File: src/rtl/cfg_uart.sv
// cfg_uart: configuration-port UART endpoint. Receives 24-bit commands as three 8N1
// bytes on RX_C and returns 16-bit responses as two 8N1 bytes on TX_C, independently.
module cfg_uart #(
  parameter int BAUD_DIV = 4340,
  parameter int TO_BITS  = 32
) (
  input  logic        clk,
  input  logic        rst_n,
  input  logic        RX_C,
  output logic        TX_C,
  output logic [23:0] cmd,
  output logic        cmd_rdy,
  input  logic        clr_cmd_rdy,
  input  logic [15:0] rsp,
  input  logic        send_rsp,
  output logic        tx_busy,
  output logic        tx_done
);

  localparam int CW     = $clog2(BAUD_DIV);
  localparam int TO_LIM = TO_BITS * BAUD_DIV;
  localparam int TW     = $clog2(TO_LIM + 1);

  localparam logic [CW-1:0] BIT_END  = CW'(BAUD_DIV - 1);
  localparam logic [CW-1:0] HALF_END = CW'(BAUD_DIV / 2 - 1);
  localparam logic [TW-1:0] TO_END   = TW'(TO_LIM - 1);

  typedef enum logic [1:0] {
    S_IDLE,
    S_START,
    S_DATA,
    S_STOP
  } uart_state_e;

  // ---------------------------------------------------------------------------
  // Receive path
  // ---------------------------------------------------------------------------
  logic          rx_meta;
  logic          rx_s;
  logic          rx_prev;
  logic          rx_fall;
  uart_state_e   rx_state;
  logic [CW-1:0] rx_cnt;
  logic [2:0]    rx_bit;
  logic [7:0]    rx_shift;
  logic [7:0]    byte0;
  logic [7:0]    byte1;
  logic [1:0]    byte_cnt;
  logic [TW-1:0] to_cnt;

  // NOTE: non-blocking assignments make these three flops a real shift chain;
  // blocking ones would collapse the synchronizer into a single stage.
  always_ff @(posedge clk or negedge rst_n) begin
    if (!rst_n) begin
      rx_meta <= 1'b1;
      rx_s    <= 1'b1;
      rx_prev <= 1'b1;
    end else begin
      rx_meta <= RX_C;
      rx_s    <= rx_meta;
      rx_prev <= rx_s;
    end
  end

  assign rx_fall = rx_prev & ~rx_s;

  always_ff @(posedge clk or negedge rst_n) begin
    if (!rst_n) begin
      rx_state <= S_IDLE;
      rx_cnt   <= '0;
      rx_bit   <= '0;
      rx_shift <= '0;
      byte0    <= '0;
      byte1    <= '0;
      byte_cnt <= '0;
      to_cnt   <= '0;
      cmd      <= '0;
      cmd_rdy  <= 1'b0;
    end else begin
      // A set of cmd_rdy later in this block overrides this clear.
      if (clr_cmd_rdy) cmd_rdy <= 1'b0;

      case (rx_state)
        S_IDLE: begin
          if (rx_fall) begin
            rx_state <= S_START;
            rx_cnt   <= '0;
            to_cnt   <= '0;
            if (byte_cnt == 2'd0) cmd_rdy <= 1'b0;
          end else if (byte_cnt != 2'd0) begin
            // Abandon a partial command if the master goes quiet too long.
            if (to_cnt == TO_END) begin
              byte_cnt <= '0;
              to_cnt   <= '0;
            end else begin
              to_cnt <= to_cnt + TW'(1);
            end
          end
        end

        S_START: begin
          if (rx_cnt == HALF_END) begin
            rx_cnt   <= '0;
            rx_bit   <= '0;
            rx_state <= rx_s ? S_IDLE : S_DATA;
          end else begin
            rx_cnt <= rx_cnt + CW'(1);
          end
        end

        S_DATA: begin
          if (rx_cnt == BIT_END) begin
            rx_cnt   <= '0;
            rx_shift <= {rx_s, rx_shift[7:1]};
            rx_bit   <= rx_bit + 3'd1;
            if (rx_bit == 3'd7) rx_state <= S_STOP;
          end else begin
            rx_cnt <= rx_cnt + CW'(1);
          end
        end

        S_STOP: begin
          if (rx_cnt == BIT_END) begin
            rx_cnt   <= '0;
            rx_state <= S_IDLE;
            if (rx_s) begin
              case (byte_cnt)
                2'd0: begin
                  byte0    <= rx_shift;
                  byte_cnt <= 2'd1;
                end
                2'd1: begin
                  byte1    <= rx_shift;
                  byte_cnt <= 2'd2;
                end
                default: begin
                  cmd      <= {byte0, byte1, rx_shift};
                  cmd_rdy  <= 1'b1;
                  byte_cnt <= 2'd0;
                end
              endcase
            end else begin
              byte_cnt <= 2'd0;
            end
          end else begin
            rx_cnt <= rx_cnt + CW'(1);
          end
        end

        default: rx_state <= S_IDLE;
      endcase
    end
  end

  // ---------------------------------------------------------------------------
  // Transmit path
  // ---------------------------------------------------------------------------
  uart_state_e   tx_state;
  logic [CW-1:0] tx_cnt;
  logic [2:0]    tx_bit;
  logic          tx_sel;
  logic [15:0]   tx_word;
  logic [7:0]    tx_byte;

  assign tx_byte = tx_sel ? tx_word[7:0] : tx_word[15:8];

  always_ff @(posedge clk or negedge rst_n) begin
    if (!rst_n) begin
      tx_state <= S_IDLE;
      tx_cnt   <= '0;
      tx_bit   <= '0;
      tx_sel   <= 1'b0;
      tx_word  <= '0;
      TX_C     <= 1'b1;
      tx_busy  <= 1'b0;
      tx_done  <= 1'b0;
    end else begin
      tx_done <= 1'b0;

      case (tx_state)
        S_IDLE: begin
          if (send_rsp) begin
            tx_word  <= rsp;
            tx_busy  <= 1'b1;
            tx_sel   <= 1'b0;
            tx_cnt   <= '0;
            TX_C     <= 1'b0;
            tx_state <= S_START;
          end
        end

        S_START: begin
          if (tx_cnt == BIT_END) begin
            tx_cnt   <= '0;
            tx_bit   <= '0;
            TX_C     <= tx_byte[0];
            tx_state <= S_DATA;
          end else begin
            tx_cnt <= tx_cnt + CW'(1);
          end
        end

        S_DATA: begin
          if (tx_cnt == BIT_END) begin
            tx_cnt <= '0;
            if (tx_bit == 3'd7) begin
              TX_C     <= 1'b1;
              tx_state <= S_STOP;
            end else begin
              tx_bit <= tx_bit + 3'd1;
              TX_C   <= tx_byte[tx_bit + 3'd1];
            end
          end else begin
            tx_cnt <= tx_cnt + CW'(1);
          end
        end

        S_STOP: begin
          if (tx_cnt == BIT_END) begin
            tx_cnt <= '0;
            if (!tx_sel) begin
              // Second byte's start bit follows the first stop bit with no gap.
              tx_sel   <= 1'b1;
              TX_C     <= 1'b0;
              tx_state <= S_START;
            end else begin
              tx_busy  <= 1'b0;
              tx_done  <= 1'b1;
              tx_state <= S_IDLE;
            end
          end else begin
            tx_cnt <= tx_cnt + CW'(1);
          end
        end

        default: tx_state <= S_IDLE;
      endcase
    end
  end

endmodule

File: config.mk
export PLATFORM = sky130hd
export DESIGN_NAME = cfg_uart
export DESIGN_NICKNAME = d
export VERILOG_FILES = /design/src/rtl/cfg_uart.sv
export SDC_FILE = /design/constraint.sdc
export NUM_CORES = 1
export LEC_CHECK = 0
export ABC_AREA = 1
export BUFFER_PORTS_ARGS = -buffer_cell sky130_fd_sc_hd__clkbuf_2
export CAP_MARGIN = 20
export CORE_MARGIN = 8
export CORE_UTILIZATION = 45
export CTS_CLUSTER_SIZE = 12
export DETAILED_ROUTE_END_ITERATION = 8
export PLACE_DENSITY = 0.64
export SYNTH_ARGS = -nofsm -noshare
export SYNTH_HDL_FRONTEND = slang
export SYNTH_SLANG_ARGS = --single-unit
File: constraint.sdc
create_clock -name clk -period 1.7 [get_ports clk]
set_input_delay 0.34 -clock clk [delete_from_list [all_inputs] [get_ports clk]]
set_output_delay 0.34 -clock clk [all_outputs]
set_load 0.05 [all_outputs]
Word level (Yosys, flattened, before mapping) --
Index checks and enable logic that the tools add are counted.
Cells by class: add/subtract/negate cells 5, magnitude comparators 1, equality and inequality tests 29, mux-type cells 64, bitwise gates (word level) 3, reductions and logical operators 26
Operators by type and width (number):
- $mux W13 | 5
- $mux W18 | 3
- $pmux W13 S3 | 1
- $mux W2 | 16
- $ne A2 B2 Y1 const B | 16
- $add A13 B1 Y13 const B | 2
- $eq A13 B13 Y1 const B | 2
- $pmux W13 S2 | 1
- $mux W1 | 21
- $reduce_and A4 Y1 | 5
- $reduce_and A5 Y1 | 4
- $add A18 B1 Y18 const B | 1
- $eq A18 B18 Y1 const B | 1
- $pmux W2 S4 | 2
- $mux W3 | 5
- $eq A13 B12 Y1 const B | 1
- $pmux W3 S2 | 2
- $reduce_bool A2 Y1 | 6
- $eq A2 B2 Y1 const B | 4
- $mux W8 | 1
- $pmux W2 S2 | 2
- $add A3 B1 Y3 const B | 2
- $eq A2 B1 Y1 const B | 3
- $eq A3 B3 Y1 const B | 2
- other kinds (11) | 20
Storage, ports and cells: word-level logic and storage cells 149, bits of input ports 21, flip-flop bits (word level) 128, output and inout port bits 28

Depth between registers and ports, before layout --
depth after elaboration 6, mapped depth 11, gate-level depth less buffers 11

Least setup slack after synthesis --
OpenSTA, ideal clock, no wires.
path kind reg2reg, from reg rx_cnt[0], to reg cmd[7], slack 0.004 ns, required time 1.584 ns, data arrival time 1.580 ns, cell stages (with the launch flop) 11, path through dfrtp_1 ha_1 nand2_1 nor3_4 nand3_4 clkinv_2 nand4_4 buf_6 buf_6 o21ai_2 inv_1
Between the ends: longest elaborated chain between the ends 2
Ends and longest elaborated chain:
- start, declared | RTL line 43 | logic [CW-1:0] rx_cnt;
- start signal, assigned | RTL line 107 | rx_cnt <= rx_cnt + CW'(1);
- start signal, assigned | RTL line 118 | rx_cnt <= rx_cnt + CW'(1);
- start signal, assigned | RTL line 146 | rx_cnt <= rx_cnt + CW'(1);
- $eq A13 B13 Y1 | RTL line 123 | if (rx_cnt == BIT_END) begin
- $reduce_and A4 Y1 (no line)
- end signal, assigned | RTL line 137 | cmd <= {byte0, byte1, rx_shift};
- end, declared | RTL line 11 | output logic [23:0] cmd,
Every way passes these cells. A chain may end at the register's enable or synchronous reset.

Worst setup path after layout --
from reg rx_cnt[1], to reg byte0[3]
Between the ends: longest elaborated chain between the ends 2
Ends and longest elaborated chain:
- $eq A13 B13 Y1 | RTL line 123
- $reduce_and A4 Y1 (no line)
- end signal, assigned | RTL line 129 | byte0 <= rx_shift;
- end, declared | RTL line 46 | logic [7:0] byte0;
Every way passes these cells.

==> results.md <==
* Status: finished with violations
* Failing checks: negative setup slack
* Core area at 14400 um^2
* Slew headroom at 0.727
* Switching Fraction at 0.307
* Int Power at 6.92 mW
* Die area at 18700 um^2
* Hold EP: tx_word[8]$_DFFE_PN0P_
* Detailed placement HPWL at 9.89 mm
* Antenna diode count at 0
* Area Growth Syn to Fin at 28.7%
* Xor/xnor share of the synthesized area at 0.0240
* P_leak at 4.47 nW
* WL per Instance at 13.1 um
* Post-synth top flop: dfrtp_1
* Mux share of post-synthesis cell area at 0.0313
* RSZ-0062 raised after global routing: true
* Synth Area in Adders at 0.0324
* Maximum vdd ir drop at 0.000792 V
* Initial drt markers at 307
* Syn. warnings at 0
* Hold path start: rsp[8]
* Hold Crit Class: in -> reg
* Post-synthesis cell type count at 48
* GR Overflow Total at 0
* Post-route cell area at 8450 um^2
* CP peak stage delay at 0.36 ns
* Vias per Instance at 4.92
* Final net count at 948
* Clock Sinks at 128
* DRC violations left at 0
* Critical path buffers and inverters at 3
* Placer Congestion at 0.860
* Clock power share at 0.380
* First-pass GRT wire length at 24.2 mm
* Slew of the pin with the lowest slew margin at 0.407 ns
* Placed cells at 1058
* Port bufs at 48
* Fin worst setup slack at -0.000897 ns
* Max capacitance violation total at 0
* CTS buffer count at 17
* Critical-path maximum fanout at 9
* Root Buffer: clkbuf_16
* Hold Path Depth at 2
* Starting Density at 0.457
* Crit-path leading delay family: simple AND/OR/NAND/NOR gates
* Syn nets at 828
* Largest family of logic cells by synthesized area: simple AND/OR/NAND/NOR gates
* Worst R2R End: byte0[3]$_DFFE_PN0P_
* Hold Violations, Final at 0
* Worst EP required at 2.01 ns
* Mapped Cells at 790
* CTS tree: done
* Fmax at 0.588 GHz
* DRT antenna net count at 0
* Vias in the first global route at 5241
* Post-synthesis simple-gate area fraction at 0.239
* IO Pins at 49
* RR Startpoint: rx_cnt[1]$_DFFE_PN0P_
* Area of placed instances at 7390 um^2
* PwrDens at 1180 nW/um^2
* Crit-path slowest cell: dfrtp_1
* Initial antenna violation count at 0
* Switching power at 3.07 mW
* Rows at 44
* Chip Height at 137 um
* Ys async rst share at 1.00
* Minimum clock period at 1.70 ns
* FF+latch count, synth at 128
* Sequential power share at 0.353
* Setup violators final at 1
* Clock Tree Buf Depth at 2
* Die Width at 137 um
* Comb pwr share at 0.267
* Largest net degree at the start of global routing at 53
* Worst Reg-to-Reg Cells at 9
* Crit path kind: reg -> reg
* CP Capture Type: register
* Worst Clk Skew at 0.00629 ns
* Vias at 5445
* Worst EP arrival at 2.01 ns
* Total wire length at 14.5 mm
* Crit path launch type: register
* Mean post-synth cell area at 8.31 um^2
* H-tree levels at 4
* Share of layout cells above drive strength 1 at 0.261
* Final non-filler cell total at 1107
* Synth Area in Compound Gates at 0.0925
* Tcrit/Tclk final at 1.00
* GRT Total Usage at 0.160
* R2R Setup Slk at -0.0009 ns
* Final Slew Violations at 0
* Clock transition at path regs at 0.06 ns
* Syn Std Cell Area at 6560 um^2
* Worst-path cell chain: ha_2 > nand2_2 > nor3_4 > nand3_4 > buf_4 > nor2_4 > buf_12 > mux2i_1 > inv_1
* Seq/Total Area, Yosys at 0.489
* Pre-CTS setup slack at -0.00949 ns
* Drt first pass iters at 5
* Number of flops mapped to enable cells by yosys at 0
* Clock latency on the worst-skew pair at 0.42 ns
worst register-to-register path, delay by kind of cell, from the launching register on:
family	cells	cell delay (ns)
DFF	1	0.36
adders and majority gates	1	0.19
muxes	1	0.20
and+or+nand+nor	4	0.47
buffers and inverters	3	0.38
stage by stage:
stage | utilization | setup TNS (ns) | hold slack [ns] | power [mW]
2_1_floorplan | - | 0 | 0.0444 | 5.10
4_1_cts | 0.559 | 0 | 0.132 | 9.83
5_1_grt | 0.588 | -4.57 | 0.152 | 10.6
3_3_place_gp | 0.514 | 0 | 0.261 | 5.95
3_5_place_dp | 0.514 | -0.0260 | 0.266 | 5.99
6_report | 0.588 | -0.000897 | 0.152 | 9.99
how the worst max path moves through the flow:
| stage | from | slack (ns) | endpoint | cells after the start |
|---|---|---|---|---|
| 4_1_cts | to_cnt[1]$_DFFE_PN0P_ | 0.02 | to_cnt[17]$_DFFE_PN0P_ | 10 |
| 2_1_floorplan | rx_cnt[0]$_DFFE_PN0P_ | 0.004 | cmd[7]$_DFFE_PN0P_ | 10 |
| 6_report | rx_cnt[1]$_DFFE_PN0P_ | -0.0009 | byte0[3]$_DFFE_PN0P_ | 9 |
| 3_5_place_dp | tx_cnt[1]$_DFFE_PN0N_ | -0.009 | tx_cnt[3]$_DFFE_PN0N_ | 7 |
| 3_3_place_gp | tx_cnt[1]$_DFFE_PN0N_ | 0.07 | tx_cnt[3]$_DFFE_PN0N_ | 7 |
| 5_1_grt | rx_cnt[1]$_DFFE_PN0P_ | -0.13 | byte0[3]$_DFFE_PN0P_ | 9 |
cells by family (layout without fill, tap and decap cells):
| logic type | after synthesis | count (layout) |
|---|---|---|
| adder cells (fa/ha/maj) | 17 | 17 |
| flip-flops | 128 | 128 |
| AO/OA/AOI/OAI | 105 | 105 |
| AND/OR/NAND/NOR | 348 | 348 |
| buffers and inverters | 154 | 287 |
| XOR/XNOR | 18 | 18 |
| multiplexers | 20 | 20 |
Yosys cell counts (13+ instances only):
cell type / count / area, um^2
inv_1: 130 / 488
nor3_1: 18 / 90.1
o21ai_0: 41 / 205
nand4_1: 13 / 81.3
ha_1: 17 / 213
dfrtp_1: 124 / 3100
mux2i_1: 16 / 160
nand2_1: 173 / 649
o21ai_1: 14 / 70.1
a21oi_1: 21 / 105
nor2_1: 64 / 240
nand3_1: 47 / 235
xor2_1: 15 / 131
registers in the layout, indices dropped and copies added, names as in the netlist, named ones only:
name	count
byte_cnt	2
tx_state	2
cmd_rdy	1
byte0	8
rx_shift	8
tx_word	16
cmd	24
tx_busy	1
tx_cnt	13
rx_meta	1
TX_C	1
rx_bit	3
to_cnt	18
rx_prev	1
rx_cnt	13
rx_state	1
tx_sel	1
tx_bit	3
rx_s	1
tx_done	1
byte1	8
timing repair:
| item | CTS | global route |
|---|---|---|
| buffers inserted | 0 | 12 |
| gates cloned | 0 | 3 |
| gates resized for setup | 2 | 78 |
| hold buffers | 2 | 0 |
| hold endpoints to repair | 31 | 0 |
| pin swaps | 1 | 10 |
| setup endpoints to repair | 11 | 100 |
placed cells by master (no fill, tap or decap), types with 19 or more instances in the layout:
cell type,Yosys,layout
dfrtp_1,124,124
o21ai_1,14,19
nand2_2,10,23
clkbuf_16,0,20
a21oi_1,21,20
nor2_1,64,58
clkbuf_2,0,47
nand3_1,47,46
nand2_1,173,158
buf_4,1,55
o21ai_2,12,19
inv_1,130,128
o21ai_0,41,26
power groups by stage:
stage                     Clock (mW)  Combinational (mW)  Sequential (mW)
after detailed placement           0                2.42             3.58
after CTS                       3.87                2.44             3.53
final                           3.80                2.67             3.53
after global placement             0                2.39             3.57
after floorplan                    0                1.47             3.63
after global routing            4.01                3.00             3.56
per-layer routing:
| metal | vias up | track usage | part of all wire |
|---|---|---|---|
| li1 | 2755 | - | - |
| met1 | 2594 | 0.206 | 0.46 |
| met2 | 78 | 0.256 | 0.49 |
| met3 | 18 | 0.0345 | 0.032 |
| met4 | 0 | 0.0670 | 0.017 |
| met5 | - | 0 | 0 |
area by class of cell:
cell class | count | area [um^2]
Clock buffer | 23 | 488
Clock inverter | 9 | 130
Fill cell | 1240 | 5920
Inverter | 139 | 527
Multi-Input combinational cell | 508 | 2980
Sequential cell | 128 | 3210
Tap cell | 184 | 230
Timing Repair Buffer | 116 | 888
No activity file was read; power rests on OpenSTA's default activity.
